==> src/rtl/hilo_muldiv_unit.sv <==
// hilo_muldiv_unit
// Iterative multiply/divide unit holding the architectural HI/LO registers.
// MULT/MULTU use a shift-add loop over a 2*WIDTH accumulator; DIV/DIVU use
// restoring shift-subtract. Signed ops run on magnitudes, and the sign is
// fixed up in a final FIX cycle that also writes HI/LO and pulses done.
//
// Handshake: start is a one-cycle request that is only looked at in IDLE.
// There is no ready signal. The caller must wait while busy is high, and any
// start raised during that time is dropped. done pulses for exactly one cycle
// in the same cycle that the new HI/LO values first appear.
module hilo_muldiv_unit #(
    parameter int WIDTH = 32
) (
    input  logic             clk,
    input  logic             rst_n,
    input  logic             start,
    input  logic [1:0]       op,
    input  logic [WIDTH-1:0] rs_data,
    input  logic [WIDTH-1:0] rt_data,
    input  logic             mthi,
    input  logic             mtlo,
    output logic             busy,
    output logic             done,
    output logic [WIDTH-1:0] hi,
    output logic [WIDTH-1:0] lo,
    output logic [1:0]       o_dbg_state
);

    localparam int CW = (WIDTH > 2) ? $clog2(WIDTH) : 1;
    localparam logic [CW-1:0] LAST_ITER = CW'(WIDTH - 1);

    typedef enum logic [1:0] {
        S_IDLE = 2'd0,
        S_CALC = 2'd1,
        S_FIX  = 2'd2
    } state_t;

    state_t             r_state;
    logic [CW-1:0]      r_cnt;
    logic               r_is_div;
    logic               r_neg_q;     // quotient/product must be negated
    logic               r_neg_r;     // dividend was negative (remainder sign)
    logic [WIDTH-1:0]   r_a;         // |rs|: multiplicand or dividend
    logic [WIDTH-1:0]   r_b;         // |rt|: multiplier or divisor
    logic [2*WIDTH-1:0] r_acc;       // mul: {partial, multiplier}; div: {rem, quot}
    logic               r_busy;
    logic               r_done;
    logic [WIDTH-1:0]   r_hi;
    logic [WIDTH-1:0]   r_lo;

    // Operand capture signals, meaningful only when start is accepted
    logic               w_rs_neg;
    logic               w_rt_neg;
    logic [WIDTH-1:0]   w_rs_mag;
    logic [WIDTH-1:0]   w_rt_mag;

    // One-iteration next values
    logic [WIDTH:0]     w_mul_sum;
    logic [2*WIDTH-1:0] w_mul_next;
    logic [WIDTH:0]     w_div_part;
    logic               w_div_ge;
    logic [WIDTH-1:0]   w_div_rem;
    logic [2*WIDTH-1:0] w_div_next;

    // Sign-corrected results for the FIX cycle
    logic [2*WIDTH-1:0] w_prod;
    logic [WIDTH-1:0]   w_quot;
    logic [WIDTH-1:0]   w_rem;
    logic [WIDTH-1:0]   w_res_hi;
    logic [WIDTH-1:0]   w_res_lo;

    // Work out operand signs and magnitudes. op[0]=0 selects the signed ops.
    always_comb begin
        w_rs_neg = ~op[0] & rs_data[WIDTH-1];
        w_rt_neg = ~op[0] & rt_data[WIDTH-1];
        w_rs_mag = w_rs_neg ? (~rs_data + WIDTH'(1)) : rs_data;
        w_rt_mag = w_rt_neg ? (~rt_data + WIDTH'(1)) : rt_data;
    end

    // Shift-add step: add the multiplicand to the upper half when the low
    // multiplier bit is set, then shift the whole accumulator right by one.
    always_comb begin
        w_mul_sum  = {1'b0, r_acc[2*WIDTH-1:WIDTH]} +
                     (r_acc[0] ? {1'b0, r_a} : {(WIDTH+1){1'b0}});
        w_mul_next = {w_mul_sum, r_acc[WIDTH-1:1]};
    end

    // Restoring divide step: shift the next dividend bit into the partial
    // remainder and subtract the divisor only if it fits.
    always_comb begin
        w_div_part = r_acc[2*WIDTH-1:WIDTH-1];
        w_div_ge   = (w_div_part >= {1'b0, r_b});
        w_div_rem  = w_div_ge ? WIDTH'(w_div_part - {1'b0, r_b})
                              : w_div_part[WIDTH-1:0];
        w_div_next = {w_div_rem, r_acc[WIDTH-2:0], w_div_ge};
    end

    // Sign correction and the divide-by-zero override, used in FIX.
    // The two signed-division flags are already zero for the unsigned ops.
    always_comb begin
        w_prod = r_neg_q ? (~r_acc + (2*WIDTH)'(1)) : r_acc;
        w_quot = r_acc[WIDTH-1:0];
        w_rem  = r_acc[2*WIDTH-1:WIDTH];
        w_res_hi = w_prod[2*WIDTH-1:WIDTH];
        w_res_lo = w_prod[WIDTH-1:0];
        if (r_is_div) begin
            if (r_b == '0) begin
                // Return rs unchanged in HI: rebuild it from sign and magnitude.
                w_res_lo = '1;
                w_res_hi = r_neg_r ? (~r_a + WIDTH'(1)) : r_a;
            end else begin
                w_res_lo = r_neg_q ? (~w_quot + WIDTH'(1)) : w_quot;
                w_res_hi = r_neg_r ? (~w_rem + WIDTH'(1)) : w_rem;
            end
        end
    end

    // Control FSM with datapath: IDLE -> CALC (WIDTH iterations) -> FIX -> IDLE
    always_ff @(posedge clk or negedge rst_n) begin
        if (!rst_n) begin
            r_state  <= S_IDLE;
            r_cnt    <= '0;
            r_is_div <= 1'b0;
            r_neg_q  <= 1'b0;
            r_neg_r  <= 1'b0;
            r_a      <= '0;
            r_b      <= '0;
            r_acc    <= '0;
            r_busy   <= 1'b0;
            r_done   <= 1'b0;
            r_hi     <= '0;
            r_lo     <= '0;
        end else begin
            r_done <= 1'b0;
            case (r_state)
                S_IDLE: begin
                    if (start) begin
                        // start takes priority; mthi/mtlo in the same cycle are dropped
                        r_is_div <= op[1];
                        r_neg_q  <= w_rs_neg ^ w_rt_neg;
                        r_neg_r  <= w_rs_neg;
                        r_a      <= w_rs_mag;
                        r_b      <= w_rt_mag;
                        r_acc    <= {{WIDTH{1'b0}}, (op[1] ? w_rs_mag : w_rt_mag)};
                        r_cnt    <= '0;
                        r_busy   <= 1'b1;
                        r_state  <= S_CALC;
                    end else begin
                        if (mthi) r_hi <= rs_data;
                        if (mtlo) r_lo <= rs_data;
                    end
                end
                S_CALC: begin
                    r_acc <= r_is_div ? w_div_next : w_mul_next;
                    if (r_cnt == LAST_ITER) begin
                        r_cnt   <= '0;
                        r_state <= S_FIX;
                    end else begin
                        r_cnt <= r_cnt + CW'(1);
                    end
                end
                S_FIX: begin
                    r_hi    <= w_res_hi;
                    r_lo    <= w_res_lo;
                    r_done  <= 1'b1;
                    r_busy  <= 1'b0;
                    r_state <= S_IDLE;
                end
                default: begin
                    r_busy  <= 1'b0;
                    r_state <= S_IDLE;
                end
            endcase
        end
    end

    assign busy        = r_busy;
    assign done        = r_done;
    assign hi          = r_hi;
    assign lo          = r_lo;
    assign o_dbg_state = r_state;

endmodule

==> config.mk <==
export PLATFORM = sky130hd
export DESIGN_NAME = hilo_muldiv_unit
export DESIGN_NICKNAME = d
export VERILOG_FILES = /design/src/rtl/hilo_muldiv_unit.sv
export SDC_FILE = /design/constraint.sdc
export NUM_CORES = 1
export LEC_CHECK = 0
export CORE_MARGIN = 10
export CORE_UTILIZATION = 61
export CTS_BUF_LIST = sky130_fd_sc_hd__clkbuf_8
export DETAILED_ROUTE_END_ITERATION = 10
export PLACE_DENSITY_LB_ADDON = 0.05
export REMOVE_ABC_BUFFERS = 1
export SYNTH_ARGS = -nofsm -noshare
export SYNTH_HDL_FRONTEND = slang
export SYNTH_SLANG_ARGS = --single-unit
==> constraint.sdc <==
create_clock -name clk -period 3.8 [get_ports clk]
set_input_delay 0.38 -clock clk [delete_from_list [all_inputs] [get_ports clk]]
set_output_delay 0.38 -clock clk [all_outputs]
set_load 0.05 [all_outputs]
==> results of run 1 <==
==> where the power goes <==
group	internal, mW	switching, mW	total [mW]
clock	1.29	1.01	2.30
combinational	5.62	8.19	13.8
sequential	3.21	1.70	4.91
total	10.1	10.9	21.0
==> cells in the final DEF (no fill, tap or decap), types with 32 or more instances in the layout <==
cell | netlist | layout
buf_4 | 0 | 90
ha_1 | 71 | 71
clkbuf_8 | 0 | 54
nand3_1 | 39 | 39
mux2i_1 | 76 | 76
a21o_1 | 34 | 34
dfrtp_1 | 204 | 203
o21ai_0 | 262 | 261
xnor2_1 | 121 | 121
clkdlybuf4s50_1 | 0 | 137
xor2_1 | 94 | 94
nor2_1 | 124 | 123
nand2_1 | 276 | 275
a21oi_1 | 160 | 159
o22ai_1 | 35 | 35
inv_1 | 69 | 76
and2_1 | 32 | 32
==> registers in the layout (all words and copies together), names as in the netlist <==
signal and count:
r_neg_r 1, done 1, r_cnt 5, o_dbg_state 2
busy 1, r_neg_q 1, hi 32, r_acc 64
r_is_div 1, lo 32, r_a 32, r_b 32
==> per-stage QoR <==
step	setup WS [ns]	utilization, %	instances	cell area (sq um)
detailed placement	-0.237	69.3	2639	19300
CTS	0.00116	72.2	2703	20100
global route	0.00504	72.3	2703	20100
floorplan	-0.735	-	2030	16600
finish	0.0691	72.3	2703	20100
global placement	-0.213	69.3	2639	19300
==> area by class of cell <==
| cell class | count | area (sq um) |
|---|---|---|
| Multi-Input combinational cell | 1756 | 11300 |
| Fill cell | 2205 | 7700 |
| Sequential cell | 204 | 5110 |
| Timing Repair Buffer | 232 | 2130 |
| Clock buffer | 53 | 729 |
| Tap cell | 378 | 473 |
| Inverter | 70 | 263 |
| Clock inverter | 10 | 68.8 |
==> worst reg2reg max path: stages, from the launching register on <==
cell and delay (ns):
dfrtp_1 0.44, or4_4 0.57, or3_4 0.36, or3_1 0.41
or4_1 0.79, or2_1 0.35, nand2_1 0.10, xnor2_1 0.07
o21ai_0 0.35, o21ai_0 0.13
==> logic make-up after synthesis <==
| family | count (synthesis) | share of synthesized area, % |
|---|---|---|
| AOI/OAI and AO/OA | 706 | 25.3 |
| and+or+nand+nor | 683 | 19.2 |
| xor gates and xnor gates | 215 | 11.0 |
| buffers and inverters | 207 | 4.65 |
| DFF | 204 | 29.8 |
| muxes | 79 | 4.70 |
| adders and majority gates | 73 | 5.41 |
==> layer usage <==
| layer | vias up | GRT usage [%] | routed length [um] |
|---|---|---|---|
| met3 | 239 | 8.61 | 8330 |
| met2 | 1220 | 55.9 | 29300 |
| li1 | 8113 | - | - |
| met5 | - | 0 | 50 |
| met4 | 2 | 17.0 | 3320 |
| met1 | 8653 | 47.6 | 25600 |
==> path summary, 6_finish.rpt <==
check                      slack [ns]      from        to  cells past startpoint
max                              0.07  r_acc[6]    hi[14]                      9
min                              0.48     hi[5]     hi[5]                      2
max reg2reg                      0.07  r_acc[6]    hi[14]                      9
min reg2reg                      0.48     hi[5]     hi[5]                      2
max in group asynchronous        2.37     rst_n   r_b[31]                      3
min in group asynchronous        0.51     rst_n  r_cnt[0]                      2
==> timing repair <==
action,CTS,global route
hold buffers,1,0
resized for setup,0,3
hold endpoints to repair,67,0
setup endpoints to repair,0,3
buffers inserted,0,0
==> impl_metrics.env, run 1 <==
export IMPL_dieArea_sq_mm=0.0352
export IMPL_crit_slowest_cell="or4_1"
export IMPL_cp_max_fo=7
export IMPL_fin_skew_ns=0.0302
export IMPL_grt_use_total_pct=36.4
export IMPL_cts_buffers=38
export IMPL_io_buffers=138
export IMPL_grt_remaining_overflow=0
export IMPL_vias=18200
export IMPL_fmaxAchievable_mhz=268
export IMPL_slowest_delay_ns=0.79
export IMPL_synthTopCellsByCount="276 x nand2_1, 262 x o21ai_0, 204 x dfrtp_1"
export IMPL_tightestPinTransition_ns=1.15
export IMPL_ys_warn_count=0
export IMPL_grt_max_degree=130
export IMPL_gp_congestion=1.07
export IMPL_grt_pass1_wl_mm=103
export IMPL_async_flop_share_pct=100
export IMPL_fin_total_pwr_mw=21.0
export IMPL_num_rows=61
export IMPL_drv_cap=0
export IMPL_drc_errors=0
export IMPL_peakVddDrop_mv=0.567
export IMPL_synth_distinct_cells=80
export IMPL_cts_clk_slew_worst_paths_ns=0.07
export IMPL_clock_path_buffers=3
export IMPL_hold_violations=0
export IMPL_start_kind="register"
export IMPL_yosys_area_top_type="dfrtp_1"
export IMPL_powerDensity_mw_per_mm2=1050
export IMPL_path_cells="or4_4 -> or3_4 -> or3_1 -> or4_1 -> or2_1 -> nand2_1 -> xnor2_1 -> o21ai_0 -> o21ai_0"
export IMPL_dr_pass1_iters=7
export IMPL_synthCells=2167
export IMPL_avgSynthCellArea_sq_um=7.91
export IMPL_layout_min_cycle_time_ns=3.73
export IMPL_nets=2446
export IMPL_antenna_found_initial=1
export IMPL_netlist_top_cells_area="dfrtp_1 30%, o21ai_0 7.6%, xnor2_1 6.2%"
export IMPL_synth_top_area_share_pct=29.8
export IMPL_io_pins=139
export IMPL_ctsHtreeMaxLevel=2
export IMPL_critPathBufInv=0
export IMPL_critPathKind="reg -> reg"
export IMPL_synth_edff_count=0
export IMPL_die_h_um=188
export IMPL_p_leak_nw=8.53
export IMPL_area_growth_syn_to_layout_pct=17.1
export IMPL_slew_viol_final=0
export IMPL_clkSinkCount=204
export IMPL_cts_tree="yes"
export IMPL_cp_top_family="simple AND/OR/NAND/NOR gates"
export IMPL_dp_hpwl_mm=50.4
export IMPL_finalSetupViolCount=0
export IMPL_outcome="finished, final reports clean"
export IMPL_core_sq_mm=0.0278
export IMPL_cts_root_buf="clkbuf_8"
export IMPL_avgRoutedWirePerCell_um=24.6
export IMPL_ant_nets=0
export IMPL_cp_arrival_ns=4.14
export IMPL_dr_first_iter_drc_count=2705
export IMPL_holdWs_ns=0.479
export IMPL_synth_seq_cells=204
export IMPL_routed_wl_mm=66.6
export IMPL_holdCritPathClass="reg -> reg"
export IMPL_synth_most_common_cell="nand2_1"
export IMPL_start_util_pct=61.7
export IMPL_drive_above_1_share_pct=8.65
export IMPL_rsz0062_at_grt="false"
export IMPL_crit_path_end_kind="register"
export IMPL_syn_area_sq_mm=0.0171
export IMPL_clk_latency_ns=0.57
export IMPL_tns_ns=0
export IMPL_cpMostUsedCell="o21ai_0"
export IMPL_cp_data_required_time_ns=4.21
export IMPL_die_width_um=188
export IMPL_seq_area_frac_synth_pct=29.8
export IMPL_vias_per_cell=6.74
export IMPL_maxSlewHeadroom_pct=23.2
export IMPL_ys_flop_type="dfrtp_1"
export IMPL_grt_pass1_vias=17900
export IMPL_antenna_cells=0
export IMPL_finalCritPeriodShare_pct=98.2
No activity file was read; power rests on OpenSTA's default activity.
==> inputs of run 2 (changes only) <==
--- a/config.mk
+++ b/config.mk
@@ -5,8 +5,10 @@
 export SDC_FILE = /design/constraint.sdc
 export NUM_CORES = 1
 export LEC_CHECK = 0
+export CELL_PAD_IN_SITES_DETAIL_PLACEMENT = 1
+export CELL_PAD_IN_SITES_GLOBAL_PLACEMENT = 1
 export CORE_MARGIN = 10
-export CORE_UTILIZATION = 61
+export CORE_UTILIZATION = 46
 export CTS_BUF_LIST = sky130_fd_sc_hd__clkbuf_8
 export DETAILED_ROUTE_END_ITERATION = 10
 export PLACE_DENSITY_LB_ADDON = 0.05
==> impl_metrics.env, run 2 (synthesized netlist as in run 1, its figures left out) <==
export IMPL_outcome="finished, final reports clean"
export IMPL_layout_min_cycle_time_ns=3.63
export IMPL_holdCritPathClass="in -> async"
export IMPL_cts_tree="yes"
export IMPL_cts_root_buf="clkbuf_8"
export IMPL_tns_ns=0
export IMPL_regArea_sq_mm=0.00511
export IMPL_start_kind="register"
export IMPL_area_growth_syn_to_layout_pct=20.5
export IMPL_r2r_cells=9
export IMPL_drc_errors=0
export IMPL_grt_use_total_pct=32.7
export IMPL_cp_arrival_ns=4.16
export IMPL_hold_violations=0
export IMPL_avgRoutedWirePerCell_um=26.3
export IMPL_slew_viol_final=0
export IMPL_die_width_um=213
export IMPL_antenna_cells=0
export IMPL_layout_common_cells="275 x nand2_1, 261 x o21ai_0, 202 x dfrtp_1"
export IMPL_stdcell_count=2848
export IMPL_grt_pass1_vias=18700
export IMPL_dr_pass1_iters=5
export IMPL_fin_skew_ns=0.0459
export IMPL_peakVddDrop_mv=0.525
export IMPL_setup_slack_ns=0.172
export IMPL_post_place_ws_ns=0.101
export IMPL_core_sq_mm=0.0367
export IMPL_maxSlewHeadroom_pct=24.2
export IMPL_cts_buffers=41
export IMPL_grt_remaining_overflow=0
export IMPL_drive_above_1_share_pct=11.1
export IMPL_top_register="r_acc"
export IMPL_powerDensity_mw_per_mm2=1060
export IMPL_io_pins=139
export IMPL_grt_max_degree=131
export IMPL_postCtsSetupRepairBufs=0
export IMPL_gp_congestion=0.982
export IMPL_die_h_um=213
export IMPL_cp_max_fo=7
export IMPL_rsz0062_at_grt="false"
export IMPL_place_inst=2772
export IMPL_ctsHtreeMaxLevel=2
export IMPL_cp_data_required_time_ns=4.33
export IMPL_drv_cap=0
export IMPL_final_area_sq_mm=0.0207
export IMPL_final_common_cell="nand2_1"
export IMPL_tightestPinTransition_ns=1.14
export IMPL_dr_first_iter_drc_count=1530
export IMPL_fin_util_pct=56.3
export IMPL_fill_cells=4460
export IMPL_start_util_pct=46.7
export IMPL_critPathKind="reg -> reg"
export IMPL_num_rows=70
export IMPL_vias=18100
export IMPL_fmaxAchievable_mhz=276
export IMPL_routed_wl_mm=74.8
export IMPL_dp_hpwl_mm=57.3
export IMPL_dieArea_sq_mm=0.0454
export IMPL_finalCritPeriodShare_pct=95.5
export IMPL_clkSinkCount=204
export IMPL_multi_input_area_sq_mm=0.0113
export IMPL_clk_latency_ns=0.64
export IMPL_nets=2492
export IMPL_clock_path_buffers=3
export IMPL_finalSetupViolCount=0
export IMPL_ant_nets=0
export IMPL_place_area_sq_mm=0.0197
export IMPL_antenna_found_initial=0
export IMPL_largest_reg_flops=64
export IMPL_vias_per_cell=6.34
export IMPL_cts_clk_slew_worst_paths_ns=0.06
export IMPL_io_buffers=138
export IMPL_p_leak_nw=8.82
export IMPL_grt_pass1_wl_mm=114
export IMPL_crit_path_end_kind="register"
run 2: cell types whose count changed in the layout (fill, tap and decap cells not counted), moves of 2 or more:
| cell | change |
|---|---|
| inv_1 | -4 |
| bufinv_16 | +2 |
| buf_4 | +43 |
| clkbuf_8 | +2 |
| clkinv_2 | +11 |
run 2: metrics by stage:
stage               hold WS, ns  power, mW
floorplan                0.0844       13.7
global placement          0.465       18.5
detailed placement        0.474       18.9
CTS                       0.440       21.7
global route              0.490       23.4
finish                    0.403       21.9
run 2: per-layer routing:
| metal | wire, um | GRT usage [%] |
|---|---|---|
| met5 | 0 | 0 |
| met2 | 34600 | 52.6 |
| met4 | 2160 | 9.80 |
| met1 | 32400 | 43.9 |
| met3 | 5720 | 6.03 |
run 2: layout make-up:
class | instances | share of cell area, %
multi-input cells | 1756 | 54.8
flip-flops and latches | 204 | 24.7
repair buffers | 275 | 11.9
clock buffers | 55 | 3.66
well taps | 468 | 2.83
inverters | 70 | 1.28
clock inverters | 20 | 0.836
run 2: power by group:
| part | leakage [nW] | total [mW] | switching [mW] | internal [mW] |
|---|---|---|---|---|
| logic | 5.83 | 14.4 | 8.53 | 5.86 |
| registers | 2.48 | 4.86 | 1.65 | 3.22 |
| clock network | 0.506 | 2.62 | 1.12 | 1.50 |
| total | 8.82 | 21.9 | 11.3 | 10.6 |
run 2: critical path, cell delays in order (launching register included):
cell	delay [ns]
dfrtp_1	0.47
or4_1	0.58
or3_1	0.37
nand2b_1	0.29
or4_1	0.70
o21a_1	0.29
a2bb2oi_2	0.15
nand2_1	0.07
a221oi_1	0.45
a221o_1	0.18
run 2: worst paths after layout:
check	startpoint	endpoint	slack, ns
setup reg to reg	r_acc[20]	hi[11]	0.17
min in group clk	lo[22]	lo[22]	0.48
hold / removal	rst_n	lo[3]	0.40
setup / recovery	r_acc[20]	hi[11]	0.17
hold reg to reg	lo[22]	lo[22]	0.48
max in group asynchronous	rst_n	r_acc[50]	2.31
run 2: what timing repair did:
item,in CTS,in global routing
setup endpoints to repair,0,9
gates resized for setup,0,8
hold buffers,1,0
hold endpoints to repair,91,0
==> inputs of run 3 (changes only) <==
--- a/config.mk
+++ b/config.mk
@@ -8,7 +8,7 @@
 export CELL_PAD_IN_SITES_DETAIL_PLACEMENT = 1
 export CELL_PAD_IN_SITES_GLOBAL_PLACEMENT = 1
 export CORE_MARGIN = 10
-export CORE_UTILIZATION = 46
+export CORE_UTILIZATION = 41
 export CTS_BUF_LIST = sky130_fd_sc_hd__clkbuf_8
 export DETAILED_ROUTE_END_ITERATION = 10
 export PLACE_DENSITY_LB_ADDON = 0.05
==> constraint.sdc (replaced) <==
create_clock -name clk -period 3.1 [get_ports clk]
set_input_delay 0.31 -clock clk [delete_from_list [all_inputs] [get_ports clk]]
set_output_delay 0.31 -clock clk [all_outputs]
set_load 0.05 [all_outputs]
==> impl_metrics.env, run 3 (synthesized netlist as in run 1, its figures left out) <==
export IMPL_grt_use_total_pct=32.2
export IMPL_top_register="r_acc"
export IMPL_critPathBufInv=1
export IMPL_start_kind="register"
export IMPL_ant_nets=0
export IMPL_start_util_pct=41.7
export IMPL_io_pins=139
export IMPL_comb_power_share_pct=74.2
export IMPL_tns_ns=-3.55
export IMPL_holdCritPathClass="in -> async"
export IMPL_vias_per_cell=6.14
export IMPL_finalCritPeriodShare_pct=108
export IMPL_maxSlewHeadroom_pct=15.3
export IMPL_slew_viol_final=0
export IMPL_largest_reg_flops=64
export IMPL_layout_min_cycle_time_ns=3.35
export IMPL_rsz0062_at_grt="true"
export IMPL_drive_above_1_share_pct=30.0
export IMPL_gp_congestion=0.955
export IMPL_power_share_clock_pct=8.7
export IMPL_area_growth_syn_to_layout_pct=45.2
export IMPL_fin_util_pct=60.6
export IMPL_io_buffers=138
export IMPL_seq_power_share_pct=17.1
export IMPL_routed_wl_mm=86.9
export IMPL_outcome="complete, but fails checks"
export IMPL_fill_cells=4879
export IMPL_clock_path_buffers=3
export IMPL_ctsHtreeMaxLevel=2
export IMPL_grt_pass1_wl_mm=126
export IMPL_final_common_cell="buf_4"
export IMPL_cts_root_buf="clkbuf_8"
export IMPL_core_sq_mm=0.0411
export IMPL_dieArea_sq_mm=0.0504
export IMPL_layout_common_cells="449 x buf_4, 269 x nand2_1, 209 x o21ai_0"
export IMPL_cp_max_fo=5
export IMPL_powerDensity_mw_per_mm2=1330
export IMPL_tightestPinTransition_ns=1.27
export IMPL_clk_latency_ns=0.62
export IMPL_post_place_ws_ns=-0.465
export IMPL_num_rows=74
export IMPL_clkSinkCount=204
export IMPL_power_net_switching_mw=16.5
export IMPL_drv_cap=0
export IMPL_slowest_delay_ns=0.58
export IMPL_hold_violations=0
export IMPL_nets=2844
export IMPL_die_h_um=225
export IMPL_cts_tree="yes"
export IMPL_vias=20000
export IMPL_antenna_found_initial=2
export IMPL_peakVddDrop_mv=0.642
export IMPL_fin_total_pwr_mw=33.0
export IMPL_cts_clk_slew_worst_paths_ns=0.06
export IMPL_finalSetupViolCount=37
export IMPL_grt_pass1_vias=20700
export IMPL_p_leak_nw=10.8
export IMPL_swShare_pct=50.1
export IMPL_dr_first_iter_drc_count=1582
export IMPL_path_cells="buf_6 -> or3_4 -> or3_4 -> or4_4 -> or4_4 -> nor3_4 -> nand2_2 -> o31ai_4 -> xnor2_1 -> a211oi_1 -> nor2_1"
export IMPL_fin_skew_ns=0.0284
export IMPL_stdcell_count=3258
export IMPL_antenna_cells=0
export IMPL_cp_top_family="simple AND/OR/NAND/NOR gates"
export IMPL_grt_remaining_overflow=0
export IMPL_dr_pass1_iters=5
export IMPL_cp_data_required_time_ns=3.58
export IMPL_drc_errors=0
export IMPL_internal_power_mw=16.5
export IMPL_grt_max_degree=98
export IMPL_cts_buffers=41
export IMPL_place_inst=3115
export IMPL_crit_path_end_kind="register"
export IMPL_failed_checks="negative setup slack"
export IMPL_cp_arrival_ns=3.82
export IMPL_die_width_um=225
export IMPL_critPathKind="reg -> reg"
export IMPL_setup_slack_ns=-0.245
export IMPL_crit_slowest_cell="or4_4"
export IMPL_dp_hpwl_mm=62.8
export IMPL_avgRoutedWirePerCell_um=26.7
export IMPL_fmaxAchievable_mhz=299
==> run 3: cell count changes in the layout (fill, tap and decap cells not counted), sizes merged <==
cell      before  now
clkinvlp       1    0
buf          136  489
clkbuf        56   50
clkinv        13    7
inv           73   81
bufinv         3    1
==> run 3: through the flow <==
step                      hold slack, ns  instance area [sq um]
after global routing               0.411                  24900
final                              0.329                  24900
after CTS                          0.361                  23700
after floorplan                   0.0144                  16600
after global placement             0.410                  21900
after detailed placement           0.415                  21900
==> run 3: layout make-up <==
type	count	area, sq um	area share [%]
Multi-Input combinational cell	1756	12700	51.1
Timing Repair Buffer	627	5310	21.3
Sequential cell	204	5130	20.6
Clock buffer	50	688	2.76
Tap cell	532	666	2.67
Inverter	70	270	1.09
Clock inverter	19	110	0.442
==> run 3: timing repair <==
| action | 4_1_cts | 5_1_grt |
|---|---|---|
| resized for setup | 155 | 203 |
| endpoints found under the hold margin | 92 | 0 |
| pin swaps | 66 | 94 |
| endpoints found under the setup margin | 68 | 98 |
| cloned | 2 | 0 |
| setup buffers | 37 | 41 |
| hold buffers | 1 | 0 |
==> run 3: path summary, 6_finish.rpt <==
check / slack, ns / start / to / cells past startpoint
min in group clk: 0.46 / rs_data[31] / r_a[31] / 3
worst max register to register: -0.25 / r_a[0] / hi[29] / 11
worst max-delay path: -0.25 / r_a[0] / hi[29] / 11
worst min register to register: 0.48 / lo[0] / lo[0] / 2
max in group asynchronous: 1.91 / rst_n / r_b[3] / 3
worst min-delay path: 0.33 / rst_n / lo[1] / 2
==> run 3: routing by layer <==
layer  global-route usage (%)  wire length, um  share of wire [%]
met5                        0               11              0.013
met4                     13.2             4010                4.6
met3                     7.10             6440                7.4
met2                     52.6            40800                 47
met1                     40.6            35600                 41
==> run 3: power by group through the flow <==
stage          clock, mW  sequential, mW  combinational, mW
5_1_grt             3.02            5.75               26.2
3_5_place_dp           0            5.42               20.1
6_report            2.87            5.64               24.5
3_3_place_gp           0            5.37               19.5
2_1_floorplan          0            6.58               10.2
4_1_cts             2.91            5.45               21.6
